### config.mk
export PLATFORM = sky130hd
export DESIGN_NAME = if_fetch_ctrl
export DESIGN_NICKNAME = d
export VERILOG_FILES = /design/src/rtl/if_pkg.sv /design/src/rtl/dff.sv /design/src/rtl/if_fetch_ctrl_watchdog.sv /design/src/rtl/if_fetch_ctrl.sv
export SDC_FILE = /design/constraint.sdc
export NUM_CORES = 1
export LEC_CHECK = 0
export BUFFER_PORTS_ARGS = -buffer_cell sky130_fd_sc_hd__buf_4
export CAP_MARGIN = 0
export CORE_UTILIZATION = 55
export CTS_BUF_LIST = sky130_fd_sc_hd__clkbuf_4
export CTS_CLUSTER_DIAMETER = 60
export DETAILED_ROUTE_END_ITERATION = 16
export PLACE_DENSITY_LB_ADDON = 0.05
export SLEW_MARGIN = 30
export SYNTH_ARGS = -nofsm -noshare
export SYNTH_HDL_FRONTEND = slang
export SYNTH_SLANG_ARGS = --single-unit
### constraint.sdc
create_clock -name clk -period 2.3 [get_ports clk]
set_input_delay 0 -clock clk [delete_from_list [all_inputs] [get_ports clk]]
set_output_delay 0 -clock clk [all_outputs]
set_load 0.05 [all_outputs]
### src/rtl/if_pkg.sv
// Shared types and constants for the WISC instruction-fetch controller.
package if_pkg;

  typedef enum logic [1:0] {
    FETCH  = 2'd0,
    HOLD   = 2'd1,
    DRAIN  = 2'd2,
    HALTED = 2'd3
  } fetchState_t;

  localparam logic [3:0]  OPC_HLT  = 4'hF;
  localparam logic [15:0] PC_RESET = 16'h0000;
  localparam logic [15:0] PC_STEP  = 16'd2;

  function automatic logic isHlt(input logic [15:0] word);
    return (word[15:12] == OPC_HLT);
  endfunction

endpackage

### src/rtl/dff.sv
// Enable flop cell with asynchronous active-low reset to a parameterised value.
module dff #(
  parameter int           W   = 16,
  parameter logic [W-1:0] RST = {W{1'b0}}
) (
  input  logic         clk,
  input  logic         rst_n,
  input  logic         en,
  input  logic [W-1:0] d,
  output logic [W-1:0] q
);

  // Storage element.
  always_ff @(posedge clk or negedge rst_n) begin
    if (!rst_n) begin
      q <= RST;
    end else if (en) begin
      q <= d;
    end
  end

endmodule

### src/rtl/if_fetch_ctrl_watchdog.sv
// Fetch watchdog: counts unacknowledged fetch/drain cycles and raises a sticky error.
module fetch_watchdog #(
  parameter int TIMEOUT_CYC = 16
) (
  input  logic clk,
  input  logic rst_n,
  input  logic countEn,
  input  logic clearEn,
  output logic expire,
  output logic fetchErr
);

  localparam int CNT_W = $clog2(TIMEOUT_CYC + 1);

  logic [CNT_W-1:0] count;

  // Fires on the cycle that would bring the count up to the limit.
  assign expire = countEn && !fetchErr && (count == CNT_W'(TIMEOUT_CYC - 1));

  // Wait counter and sticky error flag; only reset clears the error.
  always_ff @(posedge clk or negedge rst_n) begin
    if (!rst_n) begin
      count    <= {CNT_W{1'b0}};
      fetchErr <= 1'b0;
    end else begin
      if (clearEn) begin
        count <= {CNT_W{1'b0}};
      end else if (countEn) begin
        count <= count + CNT_W'(1);
      end
      if (expire) begin
        fetchErr <= 1'b1;
      end
    end
  end

endmodule

### src/rtl/if_fetch_ctrl.sv
// WISC instruction-fetch controller: PC, single-outstanding imem handshake, IF/ID payload.
// Optional fetch watchdog is built when IF_FETCH_WATCHDOG_EN is defined.
module if_fetch_ctrl
  import if_pkg::*;
#(
  parameter int TIMEOUT_CYC = 16
) (
  input  logic        clk,
  input  logic        rst_n,
  input  logic        stall,
  input  logic        redirect,
  input  logic [15:0] redirect_pc,
  output logic        imem_req,
  output logic [15:0] imem_addr,
  input  logic        imem_ack,
  input  logic [15:0] imem_rdata,
  output logic [15:0] pc,
  output logic [15:0] instr_o,
  output logic [15:0] pc_plus2_o,
  output logic        instr_valid_o,
  output logic        fetch_halted,
  output logic        fetch_err
);

  fetchState_t state, stateCase, stateNext;

  logic        pcEn, outEn, validEn, validD, holdEn, redirectAct;
  logic [15:0] pcD, pcPlus2, instrD, pcPlus2D, holdInstrD, holdPcD;
  logic [15:0] holdInstr, holdPcPlus2;
  logic        timeoutHit, errSticky;

  assign pcPlus2     = pc + PC_STEP;
  assign imem_req    = (state == FETCH);
  assign imem_addr   = pc;
  assign fetch_halted = (state == HALTED);
  // An error halt is final; a redirect may only leave an HLT halt.
  assign redirectAct = redirect && !((state == HALTED) && errSticky);

`ifdef IF_FETCH_WATCHDOG_EN
  fetch_watchdog #(.TIMEOUT_CYC(TIMEOUT_CYC)) uWatchdog (
    .clk      (clk),
    .rst_n    (rst_n),
    .countEn  (((state == FETCH) || (state == DRAIN)) && !imem_ack && !redirect),
    .clearEn  (imem_ack || redirect),
    .expire   (timeoutHit),
    .fetchErr (errSticky)
  );
  assign fetch_err = errSticky;
`else
  assign timeoutHit = 1'b0;
  assign errSticky  = 1'b0;
  assign fetch_err  = (TIMEOUT_CYC > 0) ? 1'b0 : 1'b0;
`endif

  // Next-state and datapath enables; redirect outranks stall, stall outranks ack.
  always_comb begin
    stateCase  = state;
    pcEn       = 1'b0;
    pcD        = pcPlus2;
    outEn      = 1'b0;
    instrD     = imem_rdata;
    pcPlus2D   = pcPlus2;
    validEn    = 1'b0;
    validD     = 1'b0;
    holdEn     = 1'b0;
    holdInstrD = imem_rdata;
    holdPcD    = pcPlus2;

    if (redirectAct) begin
      pcEn       = 1'b1;
      pcD        = redirect_pc;
      validEn    = 1'b1;
      validD     = 1'b0;
      holdEn     = 1'b1;
      holdInstrD = 16'h0000;
      holdPcD    = 16'h0000;
      // A request left in flight must have its ack absorbed before refetching.
      if (((state == FETCH) || (state == DRAIN)) && !imem_ack) begin
        stateCase = DRAIN;
      end else begin
        stateCase = FETCH;
      end
    end else begin
      case (state)
        FETCH: begin
          if (stall) begin
            if (imem_ack) begin
              holdEn    = 1'b1;
              pcEn      = 1'b1;
              stateCase = HOLD;
            end else begin
              stateCase = FETCH;
            end
          end else if (imem_ack) begin
            outEn   = 1'b1;
            validEn = 1'b1;
            validD  = 1'b1;
            if (isHlt(imem_rdata)) begin
              stateCase = HALTED;
            end else begin
              pcEn      = 1'b1;
              stateCase = FETCH;
            end
          end else begin
            validEn = 1'b1;
            validD  = 1'b0;
          end
        end
        HOLD: begin
          if (stall) begin
            stateCase = HOLD;
          end else begin
            outEn      = 1'b1;
            instrD     = holdInstr;
            pcPlus2D   = holdPcPlus2;
            validEn    = 1'b1;
            validD     = 1'b1;
            holdEn     = 1'b1;
            holdInstrD = 16'h0000;
            holdPcD    = 16'h0000;
            stateCase  = isHlt(holdInstr) ? HALTED : FETCH;
          end
        end
        DRAIN: begin
          stateCase = imem_ack ? FETCH : DRAIN;
        end
        HALTED: begin
          stateCase = HALTED;
        end
        default: begin
          stateCase = FETCH;
        end
      endcase
    end

    stateNext = timeoutHit ? HALTED : stateCase;
  end

  // FSM state register.
  always_ff @(posedge clk or negedge rst_n) begin
    if (!rst_n) begin
      state <= FETCH;
    end else begin
      state <= stateNext;
    end
  end

  dff #(.W(16), .RST(PC_RESET)) uPcReg (
    .clk(clk), .rst_n(rst_n), .en(pcEn), .d(pcD), .q(pc)
  );

  dff #(.W(16), .RST(16'h0000)) uInstrReg (
    .clk(clk), .rst_n(rst_n), .en(outEn), .d(instrD), .q(instr_o)
  );

  dff #(.W(16), .RST(16'h0000)) uPcPlus2Reg (
    .clk(clk), .rst_n(rst_n), .en(outEn), .d(pcPlus2D), .q(pc_plus2_o)
  );

  dff #(.W(1), .RST(1'b0)) uValidReg (
    .clk(clk), .rst_n(rst_n), .en(validEn), .d(validD), .q(instr_valid_o)
  );

  dff #(.W(16), .RST(16'h0000)) uHoldInstrReg (
    .clk(clk), .rst_n(rst_n), .en(holdEn), .d(holdInstrD), .q(holdInstr)
  );

  dff #(.W(16), .RST(16'h0000)) uHoldPcReg (
    .clk(clk), .rst_n(rst_n), .en(holdEn), .d(holdPcD), .q(holdPcPlus2)
  );

endmodule

; Word-level counts from Yosys, hierarchy flattened
; Cells that the tools add are included.
; W data, S select, Z words.
[word_totals]
reg_bits = 83
out_inout_bits = 68
[classes]
reduce_logical = 5
eq_ne = 6
n_addsub = 1
n_mux = 38
[op_table]
columns = operator, count
row1 = $mux W16, 13
row2 = $add A16 B2 Y16 const B, 1
row3 = $mux W2, 8
row4 = $mux W1, 14
row5 = $eq A4 B4 Y1 const B, 2
row6 = $pmux W2 S4, 1
row7 = $eq A2 B2 Y1 const B, 2
row8 = $ne A4 B3 Y1 const B, 1
row9 = $pmux W1 S2, 2
row10 = $eq A2 B1 Y1 const B, 1
row11 = $logic_not A2 Y1, 1
row12 = $reduce_or A2 Y1, 1
row13 = $logic_and A1 B1 Y1, 1
row14 = $logic_not A1 Y1, 1
row15 = $logic_or A1 B1 Y1, 1

; Longest topological paths before layout
[logic_depth]
depth_word = 6
depth_mapped = 8
mapped_depth_nobuf = 5

; Modules after synthesis
; From an unflattened synthesis, not the netlist that was laid out.
[unflattened]
cells_unflattened = 379
area_unflattened_um2 = 4770.8
[by_module_without_submodules]
columns = module, cells_per_inst, area_each_um2, instances, seq_area_each_um2
row1 = dff (uHoldInstrReg ...), 34, 649.4, 5, 400.4
row2 = if_fetch_ctrl, 207, 1483.9, 1, 50.0
row3 = dff (uValidReg), 2, 40.0, 1, 25.0

; Worst setup path after synthesis
; Ideal clock, no wire load.
[synth_timing]
path_kind = reg-to-reg
startpoint = reg uPcReg.q[1]
endpoint = reg uPcReg.q[15]
required_time_ns = 2.218
path_buffers = 0
stages_incl_launch_ff = 6
setup_ns = 0.082
period_less_slack_ns = 2.259
path_slack_ns = 0.041
t_arrival_ns = 2.177
cell_sequence = dfrtp_1 -> ha_1 -> nand3_1 -> or3_4 -> or4_1 -> a31oi_1
[synth_between]
elab_chain_len = 2
[synth_rtl]
columns = item, line
row1 = start: declaration, dff.sv:10  ; output logic [W-1:0] q
row2 = start signal: assignment, dff.sv:16  ; q <= RST;
row3 = start signal: assignment, dff.sv:18  ; q <= d;
row4 = $add A16 B2 Y16, if_fetch_ctrl.sv:32  ; assign pcPlus2 = pc + PC_STEP;
row5 = $mux W16, if_fetch_ctrl.sv:69  ; if (redirectAct) begin
; No other way between the ends.
; A chain may end at the register's enable or synchronous reset.

; Worst setup path in the final report
[layout_timing]
startpoint = in imem_rdata[13]
endpoint = reg uPcReg.q[2]
[layout_between]
elab_chain_len = 6
[layout_rtl]
columns = item, line
row1 = start: declaration, if_fetch_ctrl.sv:16  ; input logic [15:0] imem_rdata,
row2 = $eq A4 B4 Y1, if_pkg.sv:16  ; return (word[15:12] == OPC_HLT);
row3 = $mux W1, if_fetch_ctrl.sv:98  ; if (isHlt(imem_rdata)) begin
row4 = $mux W1, if_fetch_ctrl.sv:94  ; end else if (imem_ack) begin
row5 = $mux W1, if_fetch_ctrl.sv:86  ; if (stall) begin
row6 = $mux W1, if_fetch_ctrl.sv:84  ; case (state)
row7 = $mux W1, if_fetch_ctrl.sv:69
; No other way between the ends.

==> reports/results.tsv <==
stage	metric	value	unit
worst_setup_path	critPathArrivalTime	2480	ps
timing	fmax	0.469	GHz
cts	h-tree-depth	3	
timing	period_minus_slack	2130	ps
worst_setup_path	worst-setup-path-type	in2reg	
global_route	grt_antenna_before_repair	0	
finish	multi_input_area	1890	sq um
drt	drc	0	
worst_setup_path	critPathMaxStageDelay	560	ps
worst_setup_path	worstSetupStartpointType	primary input	
die	die_area	8090	sq um
yosys	synth-warning-count	0	
timing	drv_slew	0	
drt	vias	3866	
global_route	grt-ovfl-total	0	
place	gp_congestion	0.851	
timing	setup_viol	0	
yosys	syn_nets	476	
place	dp.cells	608	
status	outcome	complete, no violations	
worst_setup_path	path_cells	dlygate4sd3_1 > buf_4 > nand4_1 > o21ai_2 > buf_4 > mux2i_1 > o21ai_0 > dlygate4sd3_1	
die	ios	105	
drt	detail-route-antenna-nets	0	
worst_setup_path	required	2650	ps
worst_setup_path	cp-end-kind	flip-flop	
timing	finalSetupTns	0	ps
place	dp_slack	230	ps
run	maxCapViolations	0	
timing	max-slew-margin-rel	0.525	
pwr	pwr_density_cell	790	nW/um^2
cts	clk_latency	450	ps
yosys	ys_types	56	
yosys	synthArstFlopShare	1.00	
global_route	grt_pass1_wl	19500	um
finish	fillers	543	
die	initial_core_util	0.577	
place	dp_hpwl	7570	um
finish	n_antenna_cell	0	
yosys	ys_seq_elements	83	
yosys	synth_flop_cell	dfrtp_1	
drt	routed_wirelength	11500	um
min_path	hp-class	in2async	
die	num_rows	31	
finish	layout_commonest_cell	buf_4	
finish	final_nets	605	
timing	setup_ws	170	ps
cts	max-clock-path-buffers	2	
worst_setup_path	critPathMaxFanout	16	
global_route	grt_pass1_vias	3850	
finish	final_cell_mix	125 x buf_4, 82 x dfrtp_1, 56 x nand2_1	
worst_setup_path	critPathBufInv	4	
die	die_x	90.0	um
drt	wire_per_inst	17.1	um
yosys	synth_area	4260	sq um
drt	viasPerCell	5.77	
finish	drive_gt1_frac	0.278	
drt	first_iter_violations	228	
yosys	yosys.area.top_type	dfrtp_1	
yosys	synthTopCellsByArea	dfrtp_1 49%, a22o_1 5.8%, nand2_1 4.9%	
timing	rsz0062_at_grt	no	
cts	cts_sinks	83	
worst_setup_path	critPathSlowestCell	dlygate4sd3_1	
finish	syn2layout_area_growth	32.1	%
pwr	p_leak	0.00251	uW
worst_setup_path	r2r_slack	170	ps
yosys	seq_area_frac_synth	0.488	
timing	worst_pin_slew	711	ps
worst_setup_path	critical_path.top_delay_family	buffers and inverters	
timing	finClkSkew	18.2	ps
die	core_area	7370	sq um
finish	final_util	0.763	
die	die_height	90.0	um
timing	hold_violations	0	
cts	cts.clk_slew.worst_paths	150	ps
global_route	grt_usage	0.303	
place	portBuffers	103	
pwr	ir_drop	0.595	mV
timing	period_share	0.926	
yosys	synth_top_area_frac	0.488	
global_route	grt_max_degree	49	
finish	register_area	2080	sq um
drt	dr.pass1.iters	4	
yosys	synth_edf_count	0	
cts	cts_inserted_buffers	9	
yosys	syn_inst	437	
finish	stdcell_count	670	
pwr	finalPower	4440	uW
yosys	syn-mean-instance-area	9.74	sq um
cts	cts_tree	built	
cts	clockRootBuffer	clkbuf_4	
## final cells by class
type,instances,share of cell area
clock buffer,9,0.0120
multi-input combinational,299,0.337
timing repair buffer,171,0.249
sequential,83,0.370
inverter,2,0.00134
tap,99,0.0220
clock inverter,7,0.00957
## stage by stage
| step | cell area (sq um) | hold slack [ps] |
|---|---|---|
| 2_1_floorplan | 4260 | -296 |
| 3_3_place_gp | 5030 | 51.3 |
| 3_5_place_dp | 5030 | 62.7 |
| 4_1_cts | 5620 | 111 |
| 5_1_grt | 5620 | 129 |
| 6_report | 5620 | 103 |
## worst register-to-register path, delay by kind of cell, from the launching register on
family / cells / cell delay [ps]
AOI/OAI and AO/OA: 2 / 300
DFF: 1 / 550
adders and majority gates: 1 / 290
and+or+nand+nor: 1 / 210
buffers and inverters: 1 / 570
xor gates and xnor gates: 1 / 170
## sequential cells by signal (all words and copies together), names as in the netlist
| signal | flops |
|---|---|
| uPcReg.q | 16 |
| uInstrReg.q | 16 |
| uHoldInstrReg.q | 16 |
| state | 2 |
| uValidReg.q | 1 |
| uPcPlus2Reg.q | 16 |
| uHoldPcReg.q | 16 |
## kinds of logic (layout without fill, tap and decap cells)
family | Yosys count | after routing | share of synthesized area
buffers and inverters | 55 | 189 | 0.0703
DFF | 83 | 83 | 0.488
adders and majority gates | 2 | 2 | 0.00588
muxes | 7 | 7 | 0.0168
xor gates and xnor gates | 14 | 14 | 0.0288
other | 1 | 1 | 0.000881
and+or+nand+nor | 155 | 155 | 0.193
AOI/OAI and AO/OA | 120 | 120 | 0.197
## layer usage
| layer | global-route usage | up-vias | share of wire | wire, um |
|---|---|---|---|---|
| met2 | 0.470 | 135 | 0.47 | 5430 |
| met3 | 0.0660 | 20 | 0.056 | 646 |
| met1 | 0.418 | 1869 | 0.45 | 5110 |
| met5 | 0 | - | 0 | 0 |
| li1 | - | 1842 | - | - |
| met4 | 0.117 | 0 | 0.025 | 285 |
## Yosys cell counts (5+ instances only)
| master | number |
|---|---|
| nor3_1 | 8 |
| a22o_1 | 28 |
| o22ai_1 | 9 |
| nand3_1 | 11 |
| nand4_1 | 8 |
| dfrtp_1 | 83 |
| o31ai_1 | 5 |
| xor2_1 | 10 |
| mux2i_1 | 6 |
| clkbuf_1 | 17 |
| nor2_1 | 32 |
| buf_2 | 17 |
| a31oi_1 | 20 |
| o211ai_1 | 5 |
| o21ai_0 | 13 |
| nand2_1 | 56 |
| nor4_1 | 5 |
| buf_4 | 19 |
| o21ai_1 | 18 |
| or4_1 | 5 |
## path summary, 6_finish.rpt
kind                              startpoint                   to  cells past startpoint
setup reg to reg                 uPcReg.q[1]          uPcReg.q[5]                      6
min in group clk              imem_rdata[10]  uHoldInstrReg.q[10]                      3
max in group asynchronous              rst_n    uPcPlus2Reg.q[11]                      3
hold reg to reg            uPcPlus2Reg.q[14]    uPcPlus2Reg.q[14]                      2
setup / recovery              imem_rdata[13]          uPcReg.q[2]                      8
hold / removal                         rst_n          uPcReg.q[4]                      2
## power by group
group / switching (uW) / internal (uW) / leakage, uW
logic: 1210 / 584 / 0.00141
clock network: 555 / 227 / 0.0000585
registers: 190 / 1670 / 0.00104
total: 1960 / 2480 / 0.00251
## repair_timing
action / CTS / global route
endpoints found under the hold margin: 98 / 0
resized for setup: 0 / 2
hold buffers: 46 / 0
setup endpoints to repair: 0 / 1
setup buffers: 0 / 0
No activity file was read; power rests on OpenSTA's default activity.
